[src/rtl/riscv_alu_top.sv]
// Registered RV32I integer ALU for OP and OP-IMM instructions.
// Decodes the raw instruction fields and registers one result per clock.
module riscv_alu_top #(
  parameter int WIDTH = 32
) (
  input  logic             clk,
  input  logic             rst,
  input  logic [WIDTH-1:0] RS1,
  input  logic [WIDTH-1:0] RS2,
  input  logic [2:0]       Funct3,
  input  logic [6:0]       Funct7,
  input  logic [11:0]      Imm_reg,
  input  logic [4:0]       Shamt,
  input  logic [6:0]       opcode,
  output logic [WIDTH-1:0] RD
);

  localparam logic [6:0] OPC_OP  = 7'b0110011;
  localparam logic [6:0] OPC_IMM = 7'b0010011;
  localparam logic [6:0] F7_BASE = 7'b0000000;
  localparam logic [6:0] F7_ALT  = 7'b0100000;

  typedef enum logic [3:0] {
    OP_NONE,
    OP_ADD,
    OP_SUB,
    OP_SLL,
    OP_SLT,
    OP_SLTU,
    OP_XOR,
    OP_SRL,
    OP_SRA,
    OP_OR,
    OP_AND
  } alu_op_e;

  alu_op_e          op;
  logic [WIDTH-1:0] opb;
  logic [4:0]       sh;
  logic [WIDTH-1:0] imm_sx;
  logic             is_r;
  logic             is_i;
  logic             f7_base;
  logic             f7_alt;
  logic [WIDTH-1:0] rd_d;
  logic [WIDTH-1:0] rd_q;

  assign imm_sx  = {{(WIDTH-12){Imm_reg[11]}}, Imm_reg};
  assign is_r    = (opcode == OPC_OP);
  assign is_i    = (opcode == OPC_IMM);
  assign f7_base = (Funct7 == F7_BASE);
  assign f7_alt  = (Funct7 == F7_ALT);

  // Decode: anything not matched stays OP_NONE and yields zero.
  always_comb begin
    op  = OP_NONE;
    opb = RS2;
    sh  = RS2[4:0];
    if (is_r) begin
      case (Funct3)
        3'b000: begin
          if (f7_base)     op = OP_ADD;
          else if (f7_alt) op = OP_SUB;
        end
        3'b001: if (f7_base) op = OP_SLL;
        3'b010: if (f7_base) op = OP_SLT;
        3'b011: if (f7_base) op = OP_SLTU;
        3'b100: if (f7_base) op = OP_XOR;
        3'b101: begin
          if (f7_base)     op = OP_SRL;
          else if (f7_alt) op = OP_SRA;
        end
        3'b110: if (f7_base) op = OP_OR;
        3'b111: if (f7_base) op = OP_AND;
        default: op = OP_NONE;
      endcase
    end else if (is_i) begin
      opb = imm_sx;
      sh  = Shamt;
      case (Funct3)
        3'b000: op = OP_ADD;
        3'b010: op = OP_SLT;
        3'b011: op = OP_SLTU;
        3'b100: op = OP_XOR;
        3'b110: op = OP_OR;
        3'b111: op = OP_AND;
        3'b001: if (f7_base) op = OP_SLL;
        3'b101: begin
          if (f7_base)     op = OP_SRL;
          else if (f7_alt) op = OP_SRA;
        end
        default: op = OP_NONE;
      endcase
    end
  end

  always_comb begin
    rd_d = '0;
    unique case (op)
      OP_ADD:  rd_d = RS1 + opb;
      OP_SUB:  rd_d = RS1 - opb;
      OP_SLL:  rd_d = RS1 << sh;
      OP_SLT:  rd_d = {{(WIDTH-1){1'b0}},
                       ($signed(RS1) < $signed(opb))};
      OP_SLTU: rd_d = {{(WIDTH-1){1'b0}}, (RS1 < opb)};
      OP_XOR:  rd_d = RS1 ^ opb;
      OP_SRL:  rd_d = RS1 >> sh;
      OP_SRA:  rd_d = WIDTH'($signed(RS1) >>> sh);
      OP_OR:   rd_d = RS1 | opb;
      OP_AND:  rd_d = RS1 & opb;
      default: rd_d = '0;
    endcase
  end

  always_ff @(posedge clk or negedge rst) begin
    if (!rst) rd_q <= '0;
    else      rd_q <= rd_d;
  end

  assign RD = rd_q;

endmodule

[config.mk]
export PLATFORM = sky130hd
export DESIGN_NAME = riscv_alu_top
export DESIGN_NICKNAME = d
export VERILOG_FILES = /design/src/rtl/riscv_alu_top.sv
export SDC_FILE = /design/constraint.sdc
export NUM_CORES = 1
export LEC_CHECK = 0
export ABC_CLOCK_PERIOD_IN_PS = 800
export CAP_MARGIN = 30
export CORE_ASPECT_RATIO = 1.75
export CORE_MARGIN = 3
export CORE_UTILIZATION = 40
export CTS_BUF_LIST = sky130_fd_sc_hd__clkbuf_4
export CTS_CLUSTER_DIAMETER = 50
export CTS_CLUSTER_SIZE = 28
export DETAILED_ROUTE_END_ITERATION = 7
export SYNTH_ARGS = -nofsm -noshare
export SYNTH_HDL_FRONTEND = slang
export SYNTH_SLANG_ARGS = --single-unit
[constraint.sdc]
create_clock -name clk -period 0.8 [get_ports clk]
set_clock_uncertainty 0.05 [all_clocks]
set_input_delay 0.12 -clock clk [delete_from_list [all_inputs] [get_ports clk]]
set_output_delay 0.12 -clock clk [all_outputs]
set_load 0.03 [all_outputs]
==> results.ini, run 1 <==
[setup_path]
start_kind=input pin
setup.worst_path.end_class=register
crit_required_ns=1.09
arrival_ns=3.88
crit_end=RD[26]
critPathKind=input pin to register
path_max_fanout=25
cp-startpoint=opcode[5]

[global_route]
grt_usage=0.481
grt_max_degree=33
grt_pass1_wl_um=105000
grt_pass1_vias=17400
grt_overflow=0
antenna_found_initial=4

[logic_synthesis]
synthTopCellsByArea=ha_1, dfrtp_1, nand2_1
synth_top_family_by_area=compound AO/OA/AOI/OAI gates
synth-simple-area-share=0.251
synth_edf_count=0
syn_nets=1799
avgSynthCellArea_sq_um=6.75
synth_mux_area_frac=0.0866
syn_area_sq_um=10800
synth_warnings=0
synth_xor_area_frac=0.00487
synth-adder-area-share=0.117
ys_seq_area_frac=0.0742
ys.flop_type=dfrtp_1
yosys.area.top_type=ha_1
ys_ff_latch=32
async_flop_share=1.00
synth_cells=1599
synth_compound_area_frac=0.389
yosysUniqueCellTypes=94
yosysTopAreaCellShare=0.114

[power_and_ir_drop]
power.net_switching_mw=7.36
power_frac_seq=0.117
intPower_mw=8.09
clockPowerShare=0.091
peakVddDrop_mv=0.593
p_comb_frac=0.792
power_density_nw_per_um2=775
power_leakage_nw=9.38
swShare=0.476

[timing]
finalSetupTns_ns=-89.18
rsz0062_at_grt=true
worst_slew_pin_slew_ns=0.958
timing.fmax_mhz=279
finalHoldViolations=0
setup_viol_count_final=64
timing.slew.headroom=0.354
fin_crit_ns=3.59
post-route-period-util=4.48
drv_slew=0
setup_slack_ns=-2.79

[clock_tree]
clockRootBuffer=clkbuf_4
cts.sinks=32
tritoncts=yes
path_clk_slew_ns=0.15
htreeDepth=2
clk_path_buf_depth=2
numCtsBuffers=5

[placed_design]
io_buffers=131
dp_hpwl_um=58800
globalplace.congestion=1.14
pre_cts_ws_ns=-3.74

[run_status]
failed_checks=design-rule violations, negative setup slack
outcome=finished with violations

[route]
wire_per_inst_um=27.2
dr.first_iter.drc_count=1697
firstDrtPassIters=8
vias=17500
post-route-drc-count=1
vias_per_cell=6.48
drt_wl_total_um=73600
ant_nets=0

[finish]
seq_area_sq_um=801
final_nets=2582
area_growth_syn_to_layout_pct=84.7
multiInputGateArea_sq_um=10700
drive_gt1_frac=0.460
filler_cell_count=1987
largest_register_ffs=32

[die]
num_rows=78
core_area_sq_um=26300
ios=132
die_x_um=130
initial_utilization=0.411
die_area_sq_um=29100
die_height_um=223

[worst_hold_path]
hp-class=input pin to asynchronous set/reset pin

[run]
max_cap_viol_count=0

synth_stat cells (35+ instances only):
cell,instances
a211oi_1,50
a21o_1,44
a21oi_1,141
buf_2,35
clkbuf_1,63
ha_1,98
inv_1,94
mux2i_1,54
nand2_1,199
nand3_1,45
nor2_1,143
nor3_1,38
o211ai_1,40
o21ai_0,106
layout make-up:
| type | instances | area share |
|---|---|---|
| well taps | 320 | 0.0201 |
| diodes | 3 | 0.000377 |
| multi-input cells | 1361 | 0.536 |
| repair buffers | 888 | 0.381 |
| clock buffers | 5 | 0.00188 |
| clock inverters | 3 | 0.00213 |
| flip-flops and latches | 32 | 0.0402 |
| inverters | 94 | 0.0183 |
critical path: stages:
cell and delay (ns):
dlygate4sd2_1 0.26, and3b_2 0.30, buf_4 0.32, and3_1 0.25, nor2_2 0.06, buf_12 0.15
o21ai_0 0.75, buf_4 0.25, mux2_2 0.14, a21oi_1 0.12, mux2i_1 0.43, mux2i_1 0.19
o221ai_1 0.35, a311o_1 0.17
per-stage QoR:
step | hold slack, ns | cell area (sq um) | power (mW) | util | cells
finish | 0.188 | 19900 | 15.5 | 0.759 | 2706
global route | 0.201 | 19900 | 15.9 | 0.759 | 2706
CTS | 0.163 | 19400 | 14.4 | 0.737 | 2689
detailed placement | 0.0419 | 17900 | 12.3 | 0.684 | 2634
global placement | 0.0463 | 17900 | 12.2 | 0.684 | 2634
floorplan | -0.226 | 11300 | 6.41 | - | 1599
layer usage:
layer,GRT usage,share of wire
met1,0.518,0.33
met4,0.437,0.13
met5,0,0.00024
met3,0.0807,0.086
met2,0.782,0.46
how the worst min path moves through the flow:
stage | endpoint | slack [ns] | cells after the start
after floorplan | RD[0] | -0.23 | 0
final | RD[21] | 0.19 | 3
after CTS | RD[21] | 0.16 | 3
after global placement | RD[1] | 0.05 | 2
after detailed placement | RD[1] | 0.04 | 2
after global routing | RD[21] | 0.20 | 3
power by group through the flow:
stage	registers [mW]	logic, mW	clock network (mW)
after floorplan	2.02	4.39	0
after global placement	1.83	10.4	0
after detailed placement	1.83	10.5	0
after CTS	1.81	11.3	1.37
after global routing	1.82	12.7	1.44
final	1.81	12.2	1.40
kinds of logic (layout without fill, tap and decap cells):
logic type	after synthesis	in the layout
other cells	0	3
fa+ha+maj	100	100
buf+inv	206	990
simple gates	562	562
flops	32	32
compound gates	615	615
mux	78	78
xor+xnor	6	6
placed cells by master (no fill, tap or decap), drive strengths merged, types with 45 or more instances in the layout:
cell	instances
nor2	148
clkdlybuf4s50	84
a21oi	142
buf	795
o21ai	119
ha	98
mux2i	54
a211oi	51
inv	93
nand2	204
nor3	45
nand3	48
timing repair:
action	in CTS	in global routing
setup buffers	51	25
pin swaps	136	76
cloned	1	0
endpoints found under the hold margin	32	0
hold buffers	1	0
resized for setup	250	111
setup endpoints to repair	64	64
Note: power is estimated with default switching activity, not from simulation.
==> run 2: changes to the inputs <==
Settings changed: CORE_UTILIZATION 40 to 35.
==> results.ini, run 2 (same netlist as run 1, synthesis figures left out) <==
[run_status]
outcome=finished with violations
failed_checks=negative setup slack

[finish]
final_cell_mix=buf_4, nand2_1, nor2_1, a21oi_1, buf_6
filler_cell_count=2594  ; +31%
layout_commonest_cell=buf_4
drive_gt1_frac=0.470  ; +0.0103
largest_register_ffs=32  ; unchanged
area_growth_syn_to_layout_pct=87.3
final_nets=2581  ; -0.039%
final_area_sq_um=20200  ; +1.4%
final_cells=2771  ; +2.4%

[die]
die_height_um=238  ; +6.7%
ios=132  ; unchanged
die_x_um=139  ; +6.6%
initial_utilization=0.357  ; -0.0546
num_rows=84  ; +7.7%
core_area_sq_um=30300  ; +15%
die_area_sq_um=33100  ; +14%

[clock_tree]
cts.sinks=32  ; unchanged
path_clk_slew_ns=0.14  ; about the same
htreeDepth=2  ; unchanged
numCtsBuffers=5  ; unchanged
clockRootBuffer=clkbuf_4
clk_path_buf_depth=2  ; unchanged
tritoncts=yes

[global_route]
grt_overflow=0  ; unchanged
grt_pass1_vias=17400  ; +0.023%
grt_pass1_wl_um=112000  ; +6.2%
antenna_found_initial=3  ; -1
grt_max_degree=33  ; unchanged
grt_usage=0.449  ; -0.0314

[timing]
timing.fmax_mhz=279  ; +0.18%
rsz0062_at_grt=true
setup_slack_ns=-2.78  ; +0.00633 ns
finalSetupTns_ns=-90.59  ; -1.41 ns
finalHoldViolations=0  ; unchanged
worst_slew_pin_slew_ns=0.938  ; -0.0204 ns
fin_crit_ns=3.58  ; -0.00633 ns
drv_slew=0  ; unchanged
timing.slew.headroom=0.369  ; +0.0150
post-route-period-util=4.48  ; -0.00791
setup_viol_count_final=64  ; unchanged

[route]
vias_per_cell=6.31  ; -2.6%
post-route-drc-count=0  ; -1
vias=17500  ; -0.28%
firstDrtPassIters=6  ; -2
dr.first_iter.drc_count=1632  ; -3.8%
ant_nets=0  ; unchanged
drt_wl_total_um=79100  ; +7.5%
wire_per_inst_um=28.6  ; +5.0%

[setup_path]
setup.worst_path.end_class=register
path_buf_inv=7  ; +3
slowest_stage=or4b_4
critPathKind=input pin to register
path_max_fanout=3  ; -88%
arrival_ns=3.86  ; -0.02 ns
cp_slowest_stage_delay_ns=0.56  ; -0.19 ns
path_cells=buf_6 -> or4b_4 -> nor2_4 -> buf_6 -> buf_6 -> nand2_4 -> nand2_4 -> buf_6 -> ha_4 -> inv_2 -> fa_2 -> nor2b_4 -> o21ai_4 -> a211oi_4 -> o211ai_1 -> buf_4 -> a211oi_2 -> buf_4 -> o211ai_1 -> a31oi_2 -> a211o_1 -> nand3_1
start_kind=input pin
cp_top_family=compound AO/OA/AOI/OAI gates
worst_path_most_repeated_cell=buf_6
crit_required_ns=1.08  ; about the same

[power_and_ir_drop]
power_density_nw_per_um2=796  ; +2.7%
peakVddDrop_mv=0.689  ; +16%
power_leakage_nw=9.43  ; +0.58%
power_mw=16.1  ; +4.2%

[placed_design]
io_buffers=131  ; unchanged
dp_hpwl_um=64400  ; +9.4%
placed_area_sq_um=17900  ; -0.45%
placed_cells=2684  ; +1.9%
globalplace.congestion=1.08  ; -5.4%

[run]
max_cap_viol_count=0  ; unchanged

[worst_hold_path]
hp-class=input pin to asynchronous set/reset pin

[run 2: cell types whose count changed in the layout (fill, tap and decap cells not counted), sizes merged]
cell / before / now
buf: 795 / 794
bufbuf: 1 / 0
clkbuf: 5 / 9
clkinvlp: 2 / 1
diode: 3 / 2
dlygate4sd2: 6 / 3
inv: 93 / 94
[run 2: metrics by stage]
stage	hold WS, ns	utilization	setup slack, ns
after global routing	0.196	0.668	-2.90
after global placement	0.0398	0.590	-3.70
final	0.155	0.668	-2.78
after floorplan	-0.226	-	-3.13
after CTS	0.166	0.641	-2.82
after detailed placement	0.0468	0.590	-3.74
[run 2: what timing repair did]
item | 4_1_cts | 5_1_grt
gates cloned | 0 | 1
pin swaps | 132 | 100
buffers inserted | 51 | 35
setup endpoints to repair | 64 | 64
hold buffers | 1 | 0
resized for setup | 283 | 150
endpoints found under the hold margin | 32 | 0
[run 2: report_power, final]
part           internal (mW)  total [mW]  leakage (nW)  switching (mW)
sequential              1.73        1.80         0.422          0.0754
clock                  0.651        1.42        0.0412           0.773
combinational           5.99        12.9          8.97            6.88
total                   8.37        16.1          9.43            7.73
[run 2: area by class of cell]
| class | instances | area, sq um | area share |
|---|---|---|---|
| well taps | 387 | 484 | 0.0240 |
| clock buffers | 5 | 37.5 | 0.00186 |
| diodes | 2 | 5.00 | 0.000248 |
| inverters | 94 | 368 | 0.0182 |
| repair buffers | 887 | 7630 | 0.377 |
| clock inverters | 3 | 42.5 | 0.00210 |
| flip-flops and latches | 32 | 801 | 0.0396 |
| multi-input cells | 1361 | 10800 | 0.537 |
[run 2: worst paths after layout]
kind | start | to | slack (ns) | depth (start not counted)
min in group clk | opcode[2] | RD[1] | 0.70 | 10
max in group asynchronous | rst | RD[7] | 0.33 | 3
max | opcode[6] | RD[0] | -2.78 | 22
min | rst | RD[31] | 0.15 | 3
[run 2: metal layers]
metal / GRT usage / vias up / share of wire
li1: - / 7552 / -
met3: 0.0758 / 497 / 0.075
met1: 0.464 / 8316 / 0.33
met2: 0.769 / 1106 / 0.47
met5: 0 / - / 0.00020
met4: 0.418 / 2 / 0.13
==> run 3: changes to the inputs <==
Settings changed: ABC_CLOCK_PERIOD_IN_PS 800 to default, CORE_ASPECT_RATIO 1.75 to default.
==> results.ini, run 3 (same netlist as run 1, synthesis figures left out) <==
[die]
ios=132  ; unchanged
die_area_sq_um=33000  ; -0.25%
die_x_um=182  ; +31%
num_rows=63  ; -25%
die_height_um=182  ; -24%
core_area_sq_um=30000  ; -0.78%
initial_utilization=0.359  ; +0.00281

[global_route]
grt_pass1_wl_um=105000  ; -6.3%
antenna_found_initial=1  ; -2
grt_max_degree=29  ; -12%
grt_usage=0.415  ; -0.0344
grt_overflow=0  ; unchanged
grt_pass1_vias=16500  ; -5.1%

[timing]
drv_slew=0  ; unchanged
setup_viol_count_final=64  ; unchanged
fin_crit_ns=3.52  ; -0.0603 ns
timing.slew.headroom=0.537  ; +0.167
whs_ns=0.0479  ; -0.107 ns
post-route-period-util=4.40  ; -0.0754
timing.fmax_mhz=284  ; +1.7%
setup_slack_ns=-2.72  ; +0.0603 ns
worst_slew_pin_slew_ns=0.687  ; -0.250 ns
finalHoldViolations=0  ; unchanged
rsz0062_at_grt=true

[finish]
final_core_util=0.668  ; about the same
diodes=0  ; -2
layout_commonest_cell=buf_4
area_growth_syn_to_layout_pct=85.8
drive_gt1_frac=0.461  ; -0.00862
final_cell_mix=buf_4, nand2_1, nor2_1, a21oi_1, clkdlybuf4s50_1
final_area_sq_um=20100  ; -0.80%
final_nets=2567  ; -0.54%
final_cells=2758  ; -0.47%
filler_cell_count=2576  ; -0.69%
largest_register_ffs=32  ; unchanged

[run]
max_cap_viol_count=0  ; unchanged

[placed_design]
io_buffers=131  ; unchanged
placed_area_sq_um=17600  ; -1.2%
dp_hpwl_um=58700  ; -8.7%
placed_cells=2657  ; -1.0%
globalplace.congestion=1.06  ; -1.5%

[clock_tree]
numCtsBuffers=5  ; unchanged
clk_path_buf_depth=2  ; unchanged
htreeDepth=2  ; unchanged
cts.sinks=32  ; unchanged
path_clk_slew_ns=0.14  ; about the same
tritoncts=yes
clockRootBuffer=clkbuf_4

[setup_path]
crit_end=RD[26]
path_cells=buf_6 -> or4b_4 -> buf_12 -> o21ai_4 -> nand2_4 -> ha_4 -> fa_2 -> a21o_1 -> nand2_2 -> o21ai_4 -> a2111oi_4 -> buf_4 -> o31ai_4 -> a31oi_2 -> nor2_1 -> o21a_1 -> or3_1 -> a311o_1
path_max_fanout=3  ; unchanged
arrival_ns=3.78  ; -0.08 ns
start_kind=input pin
slowest_stage=or4b_4
worst_path_most_repeated_cell=o21ai_4
setup.worst_path.end_class=register
critPathKind=input pin to register
cp_num_cells=18  ; -18%
cp_top_family=compound AO/OA/AOI/OAI gates
cp_slowest_stage_delay_ns=0.57  ; about the same
path_buf_inv=3  ; -4
cp-startpoint=opcode[2]
crit_required_ns=1.05  ; -0.03 ns

[route]
post-route-drc-count=0  ; unchanged
dr.first_iter.drc_count=2127  ; +30%
ant_nets=0  ; unchanged
wire_per_inst_um=26.4  ; -7.7%
vias_per_cell=6.23  ; -1.3%
drt_wl_total_um=72700  ; -8.1%
vias=17200  ; -1.7%
firstDrtPassIters=8  ; +2

[power_and_ir_drop]
power_density_nw_per_um2=789  ; -0.91%
power_mw=15.8  ; -1.7%
peakVddDrop_mv=0.413  ; -40%
power_leakage_nw=9.34  ; -1.0%

[worst_hold_path]
hp-class=input pin to asynchronous set/reset pin

[run_status]
outcome=finished with violations
failed_checks=negative setup slack

-- run 3: metal layers --
metal	part of all wire	track usage
met1	0.41	0.575
met2	0.43	0.646
met3	0.11	0.0667
met4	0.051	0.157
met5	0	0
-- run 3: what timing repair did --
action / CTS / global route
buffers inserted: 71 / 31
endpoints found under the setup margin: 64 / 64
endpoints found under the hold margin: 32 / 0
resized for setup: 281 / 132
pin swaps: 132 / 106
cloned: 3 / 1
hold buffers: 1 / 0
-- run 3: area by class of cell --
class,instances,area (sq um),area share
inverter,94,360,0.0180
multi-input combinational,1362,10700,0.535
tap,390,488,0.0243
clock inverter,2,35.0,0.00175
sequential,32,801,0.0399
timing repair buffer,872,7590,0.379
clock buffer,6,45.0,0.00225
-- run 3: power breakdown --
part           total, mW  internal [mW]  switching, mW
registers           1.80           1.73         0.0734
logic               12.5           5.90           6.64
clock network       1.48          0.689          0.788
-- run 3: how the worst min path moves through the flow --
stage | startpoint | endpoint | slack [ns] | depth (start not counted)
after floorplan | rst | RD[0] | -0.23 | 0
after global placement | rst | RD[10] | -0.08 | 1
after detailed placement | rst | RD[10] | -0.07 | 1
after CTS | rst | RD[10] | 0.04 | 2
after global routing | rst | RD[10] | 0.06 | 2
final | rst | RD[10] | 0.05 | 2
-- run 3: stage by stage --
stage                     TNS, ns  setup slack (ns)
after floorplan            -79.91             -3.13
after global placement    -108.65             -3.74
after detailed placement  -110.57             -3.79
after CTS                  -87.98             -2.71
after global routing       -91.64             -2.81
final                      -88.12             -2.72
